--- src/rtl/digit_serial_adder_pkg.sv ---
// rtl/digit_serial_adder_pkg.sv - shared state encoding and sizing helper for the digit-serial adder
package digit_serial_adder_pkg;

    typedef enum logic [1:0] {
        IDLE = 2'd0,
        RUN  = 2'd1,
        DONE = 2'd2
    } state_t;

    // Digit counter width; a single-digit configuration still needs one bit.
    function automatic int cnt_width(input int num_digits);
        return (num_digits > 1) ? $clog2(num_digits) : 1;
    endfunction

endpackage

--- src/rtl/digit_adder.sv ---
// rtl/digit_adder.sv - combinational DIGIT-bit ripple adder exposing carry into and out of its MSB
module digit_adder #(
    parameter int DIGIT = 4
) (
    input  logic [DIGIT-1:0] a,
    input  logic [DIGIT-1:0] b,
    input  logic             cin,
    output logic [DIGIT-1:0] sum,
    output logic             cout,
    output logic             c_msb
);

    always_comb begin : ripple
        logic [DIGIT:0] c;
        c     = '0;
        sum   = '0;
        c[0]  = cin;
        for (int i = 0; i < DIGIT; i++) begin
            sum[i]   = a[i] ^ b[i] ^ c[i];
            c[i + 1] = (a[i] & b[i]) | (a[i] & c[i]) | (b[i] & c[i]);
        end
        cout  = c[DIGIT];
        c_msb = c[DIGIT-1];
    end

endmodule

--- src/rtl/digit_serial_adder.sv ---
// rtl/digit_serial_adder.sv - WIDTH-bit adder/subtractor processing DIGIT bits per clock, LSD first
module digit_serial_adder
    import digit_serial_adder_pkg::*;
#(
    parameter int WIDTH = 16,
    parameter int DIGIT = 4
) (
    input  logic             clk,
    input  logic             reset,
    input  logic             start,
    input  logic             sub,
    input  logic [WIDTH-1:0] a,
    input  logic [WIDTH-1:0] b,
    input  logic             carry_in,
    output logic [WIDTH-1:0] sum,
    output logic             carry_out,
    output logic             overflow,
    output logic             busy,
    output logic             done
);

    localparam int NUM_DIGITS = WIDTH / DIGIT;
    localparam int CW         = cnt_width(NUM_DIGITS);
    localparam logic [CW-1:0] LAST_CNT = CW'(NUM_DIGITS - 1);

    state_t           state;
    logic [WIDTH-1:0] a_reg;
    logic [WIDTH-1:0] b_reg;
    logic [WIDTH-1:0] sum_reg;
    logic             carry;
    logic [CW-1:0]    cnt;

    logic [DIGIT-1:0] d;
    logic             c;
    logic             c_msb;
    logic [WIDTH-1:0] next_sum;

    digit_adder #(
        .DIGIT(DIGIT)
    ) u_digit_adder (
        .a    (a_reg[DIGIT-1:0]),
        .b    (b_reg[DIGIT-1:0]),
        .cin  (carry),
        .sum  (d),
        .cout (c),
        .c_msb(c_msb)
    );

    // New digit enters at the top so after NUM_DIGITS shifts the result is aligned.
    assign next_sum = (sum_reg >> DIGIT) | (WIDTH'(d) << (WIDTH - DIGIT));

    always_ff @(posedge clk or posedge reset) begin
        if (reset) begin
            state     <= IDLE;
            a_reg     <= '0;
            b_reg     <= '0;
            sum_reg   <= '0;
            carry     <= 1'b0;
            cnt       <= '0;
            sum       <= '0;
            carry_out <= 1'b0;
            overflow  <= 1'b0;
            busy      <= 1'b0;
            done      <= 1'b0;
        end else begin
            case (state)
                IDLE: begin
                    done <= 1'b0;
                    if (start) begin
                        a_reg   <= a;
                        b_reg   <= sub ? ~b : b;
                        carry   <= sub ? 1'b1 : carry_in;
                        cnt     <= LAST_CNT;
                        sum_reg <= '0;
                        busy    <= 1'b1;
                        state   <= RUN;
                    end
                end
                RUN: begin
                    sum_reg <= next_sum;
                    a_reg   <= a_reg >> DIGIT;
                    b_reg   <= b_reg >> DIGIT;
                    carry   <= c;
                    cnt     <= cnt - 1'b1;
                    if (cnt == '0) begin
                        sum       <= next_sum;
                        carry_out <= c;
                        overflow  <= c ^ c_msb;
                        done      <= 1'b1;
                        state     <= DONE;
                    end
                end
                DONE: begin
                    done  <= 1'b0;
                    busy  <= 1'b0;
                    state <= IDLE;
                end
                default: begin
                    done  <= 1'b0;
                    busy  <= 1'b0;
                    state <= IDLE;
                end
            endcase
        end
    end

endmodule

--- config.mk ---
export PLATFORM = sky130hd
export DESIGN_NAME = digit_serial_adder
export DESIGN_NICKNAME = d
export VERILOG_FILES = /design/src/rtl/digit_serial_adder_pkg.sv /design/src/rtl/digit_adder.sv /design/src/rtl/digit_serial_adder.sv
export SDC_FILE = /design/constraint.sdc
export NUM_CORES = 1
export LEC_CHECK = 0
export ABC_AREA = 1
export ABC_CLOCK_PERIOD_IN_PS = 3350
export BUFFER_PORTS_ARGS = -buffer_cell sky130_fd_sc_hd__buf_2
export CAP_MARGIN = 20
export CORE_ASPECT_RATIO = 1.5
export CORE_UTILIZATION = 32
export DETAILED_ROUTE_END_ITERATION = 7
export GPL_TIMING_DRIVEN = 0
export PLACE_DENSITY = 0.47
export SLEW_MARGIN = 20
export SYNTH_ARGS = -nofsm -noshare
export SYNTH_HDL_FRONTEND = slang
export SYNTH_SLANG_ARGS = --single-unit
--- constraint.sdc ---
create_clock -name clk -period 3.35 [get_ports clk]
set_clock_uncertainty 0.2 [all_clocks]
set_input_delay 0.5025 -clock clk [delete_from_list [all_inputs] [get_ports clk]]
set_output_delay 0.5025 -clock clk [all_outputs]
set_load 0.02 [all_outputs]
==> impl_metrics.py <==
metrics = {
    "floorplan": {
        "die_h_um": 128,
        "die_w_um": 86.1,
        "die-area_um2": 11000,
        "io_pins": 57,
        "start_util_pct": 33.1,
        "num_rows": 45,
        "coreArea_um2": 10200,
    },
    "clock_tree": {
        "cts_buffer_depth": 2,
        "clockRootBuffer": "clkbuf_16",
        "cts-resized-gates": 0,
        "post_cts_buffers": 0,
        "path_clk_slew_ns": 0.05,
        "cts_sinks": 69,
        "cts_max_level": 3,
        "insertion_delay_ns": 0.33,
        "cts_buffers": 9,
        "cts_tree": "done",
    },
    "pwr": {
        "p_leak_uw": 0.00229,
        "p_per_area_nw_per_um2": 974,
        "vdd_drop_max_mv": 0.290,
    },
    "worst_setup_path": {
        "path_cells": "fa_1, inv_1, fa_1, fa_1, fa_1, xor2_1, nand2_1, nand2_1",
        "end_kind": "flip-flop",
        "crit_top_cell": "fa_1",
        "slowest_delay_ns": 0.48,
        "setup.worst_path.class": "flip-flop to flip-flop",
        "crit_required_ns": 3.38,
        "critPathLaunchType": "flip-flop",
        "critPathSlowestCell": "fa_1",
        "crit_fanout": 3,
        "worstPathArrival_ns": 2.56,
    },
    "grt": {
        "grt_pass1_vias": 2868,
        "gr-total-overflow": 0,
        "antenna_found_initial": 0,
        "grt_usage_pct": 16.7,
        "grt_pass1_wl_um": 13800,
        "grt_max_degree": 44,
    },
    "logic_synthesis": {
        "synthAdderAreaFrac_pct": 2.73,
        "synthArstFlopShare_pct": 100,
        "synth-seq-cells": 69,
        "ys.flop_type": "dfrtp_1",
        "synthMuxAreaShare_pct": 0,
        "synth_xor_xnor_area_share_pct": 1.29,
        "syn-instance-count": 417,
        "postSynthAreaPerCell_um2": 8.14,
        "synth_seq_area_share_pct": 50.8,
        "yosys_warnings": 0,
        "synth-compound-area-share_pct": 5.67,
        "synth_simple_gate_area_share_pct": 28.3,
        "synth_top_family_by_area": "simple AND/OR/NAND/NOR gates",
        "synth-edff-count": 0,
        "synth_nets": 459,
        "synth.distinct_cells": 21,
        "syn-cell-area_um2": 3400,
    },
    "timing": {
        "max-slew-margin-rel_pct": 70.6,
        "hold_viol": 0,
        "fmax_mhz": 394,
        "worstMarginPinSlew_ns": 0.441,
        "rsz0062_at_grt": "no",
        "report.final.slew_viol_count": 0,
        "fin_crit_sh_pct": 75.7,
        "timing.hold.ws_ns": 0.184,
        "setup_viol": 0,
        "finalCriticalPeriod_ns": 2.54,
    },
    "final_layout": {
        "largest_reg_flops": 28,
        "layout.cells.most_common": "nand2_1",
        "final_area_um2": 4190,
        "final_cell_mix": "nand2_1 (141), nand3_1 (71), buf_2 (69), dfrtp_1 (69), inv_1 (59)",
        "n_antenna_cell": 0,
        "layout.nets": 527,
        "n_fill_cell": 1124,
        "area_growth_pct": 23.3,
        "drive_gt1_share_pct": 22.7,
    },
    "placed_design": {
        "gp_congestion": 0.735,
        "place_hpwl_um": 5930,
        "port_buffers": 55,
        "postPlaceCellArea_um2": 3880,
    },
    "drt": {
        "drt_iter0_markers": 111,
        "vias": 2815,
        "wl_per_cell_um": 13.0,
        "drt_wl_total_um": 8170,
        "antenna_left": 0,
        "drtPass1Iterations": 4,
        "drc": 0,
        "viasPerCell": 4.48,
    },
    "hold_path": {
        "hold_path.class": "primary input to flip-flop",
    },
    "outcome": {
        "status": "finished clean",
    },
    "job": {
        "drv_cap": 0,
    },
}
## cells by family (layout without fill, tap and decap cells)
logic type / Yosys count / after routing
flip-flops: 69 / 69
XOR/XNOR: 5 / 5
AO/OA/AOI/OAI: 31 / 31
buffers and inverters: 85 / 156
adder cells (fa/ha/maj): 5 / 5
AND/OR/NAND/NOR: 222 / 222
## cell type report
cell class	instances	area (µm²)	area share (%)
repair buffers	57	313	7.47
clock buffers	13	270	6.45
clock inverters	1	30.0	0.717
multi-input cells	263	1290	30.8
flip-flops and latches	69	1730	41.2
plain buffers	23	145	3.47
inverters	62	238	5.68
well taps	141	176	4.21
## worst max-delay path, delay by kind of cell (launching register included)
kind / cells / cell delay, ns
buffers and inverters: 1 / 0.05
adder cells (fa/ha/maj): 4 / 1.47
AND/OR/NAND/NOR: 2 / 0.11
XOR/XNOR: 1 / 0.20
flip-flops: 1 / 0.40
## worst paths after layout
| kind | from | endpoint | slack (ns) | cells after the start |
|---|---|---|---|---|
| min reg2reg | sum[6] | sum[6] | 0.27 | 2 |
| max | b_reg[0] | overflow | 0.81 | 8 |
| min | a[15] | a_reg[15] | 0.18 | 3 |
| max in group asynchronous | reset | b_reg[2] | 1.90 | 4 |
| min in group asynchronous | reset | a_reg[13] | 0.51 | 3 |
| max reg2reg | b_reg[0] | overflow | 0.81 | 8 |
## where the power goes
part / internal (µW) / switching, µW
Combinational: 621 / 1110
Clock: 629 / 339
Sequential: 1200 / 183
## routing by layer
metal | wire (µm) | share of wire (%) | GRT usage, %
met2 | 4230 | 52 | 29.1
met4 | 102 | 1.2 | 6.76
met1 | 3550 | 43 | 19.2
met5 | 0 | 0 | 0
met3 | 286 | 3.5 | 4.31
## what timing repair did
| item | CTS | global route |
|---|---|---|
| hold buffers | 1 | 0 |
| endpoints found under the hold margin | 26 | 0 |
| endpoints found under the setup margin | 0 | 0 |
## through the flow
| stage | utilization (%) | cells | setup WS (ns) | setup TNS [ns] | total power, µW |
|---|---|---|---|---|---|
| after floorplan | - | 417 | 0.908 | 0 | 2630 |
| after global placement | 37.5 | 613 | -0.102 | -6.69 | 3130 |
| after detailed placement | 37.8 | 614 | 0.808 | 0 | 3160 |
| after CTS | 40.9 | 629 | 0.786 | 0 | 4150 |
| after global routing | 40.9 | 629 | 0.688 | 0 | 4440 |
| final | 40.9 | 629 | 0.813 | 0 | 4080 |
## cells in the mapped netlist (3+ instances only)
| cell | number | area (µm²) |
|---|---|---|
| inv_1 | 60 | 225 |
| nor2_1 | 3 | 11.3 |
| buf_6 | 3 | 33.8 |
| nand2_4 | 3 | 33.8 |
| buf_4 | 5 | 37.5 |
| nand2_1 | 141 | 529 |
| buf_2 | 14 | 70.1 |
| o21ai_2 | 10 | 87.6 |
| o21ai_1 | 11 | 55.1 |
| o21ai_0 | 10 | 50.1 |
| nand3_1 | 71 | 355 |
| fa_1 | 4 | 80.1 |
| dfrtp_1 | 69 | 1730 |
| xor2_1 | 5 | 43.8 |
(Power assumes the default switching activity.)
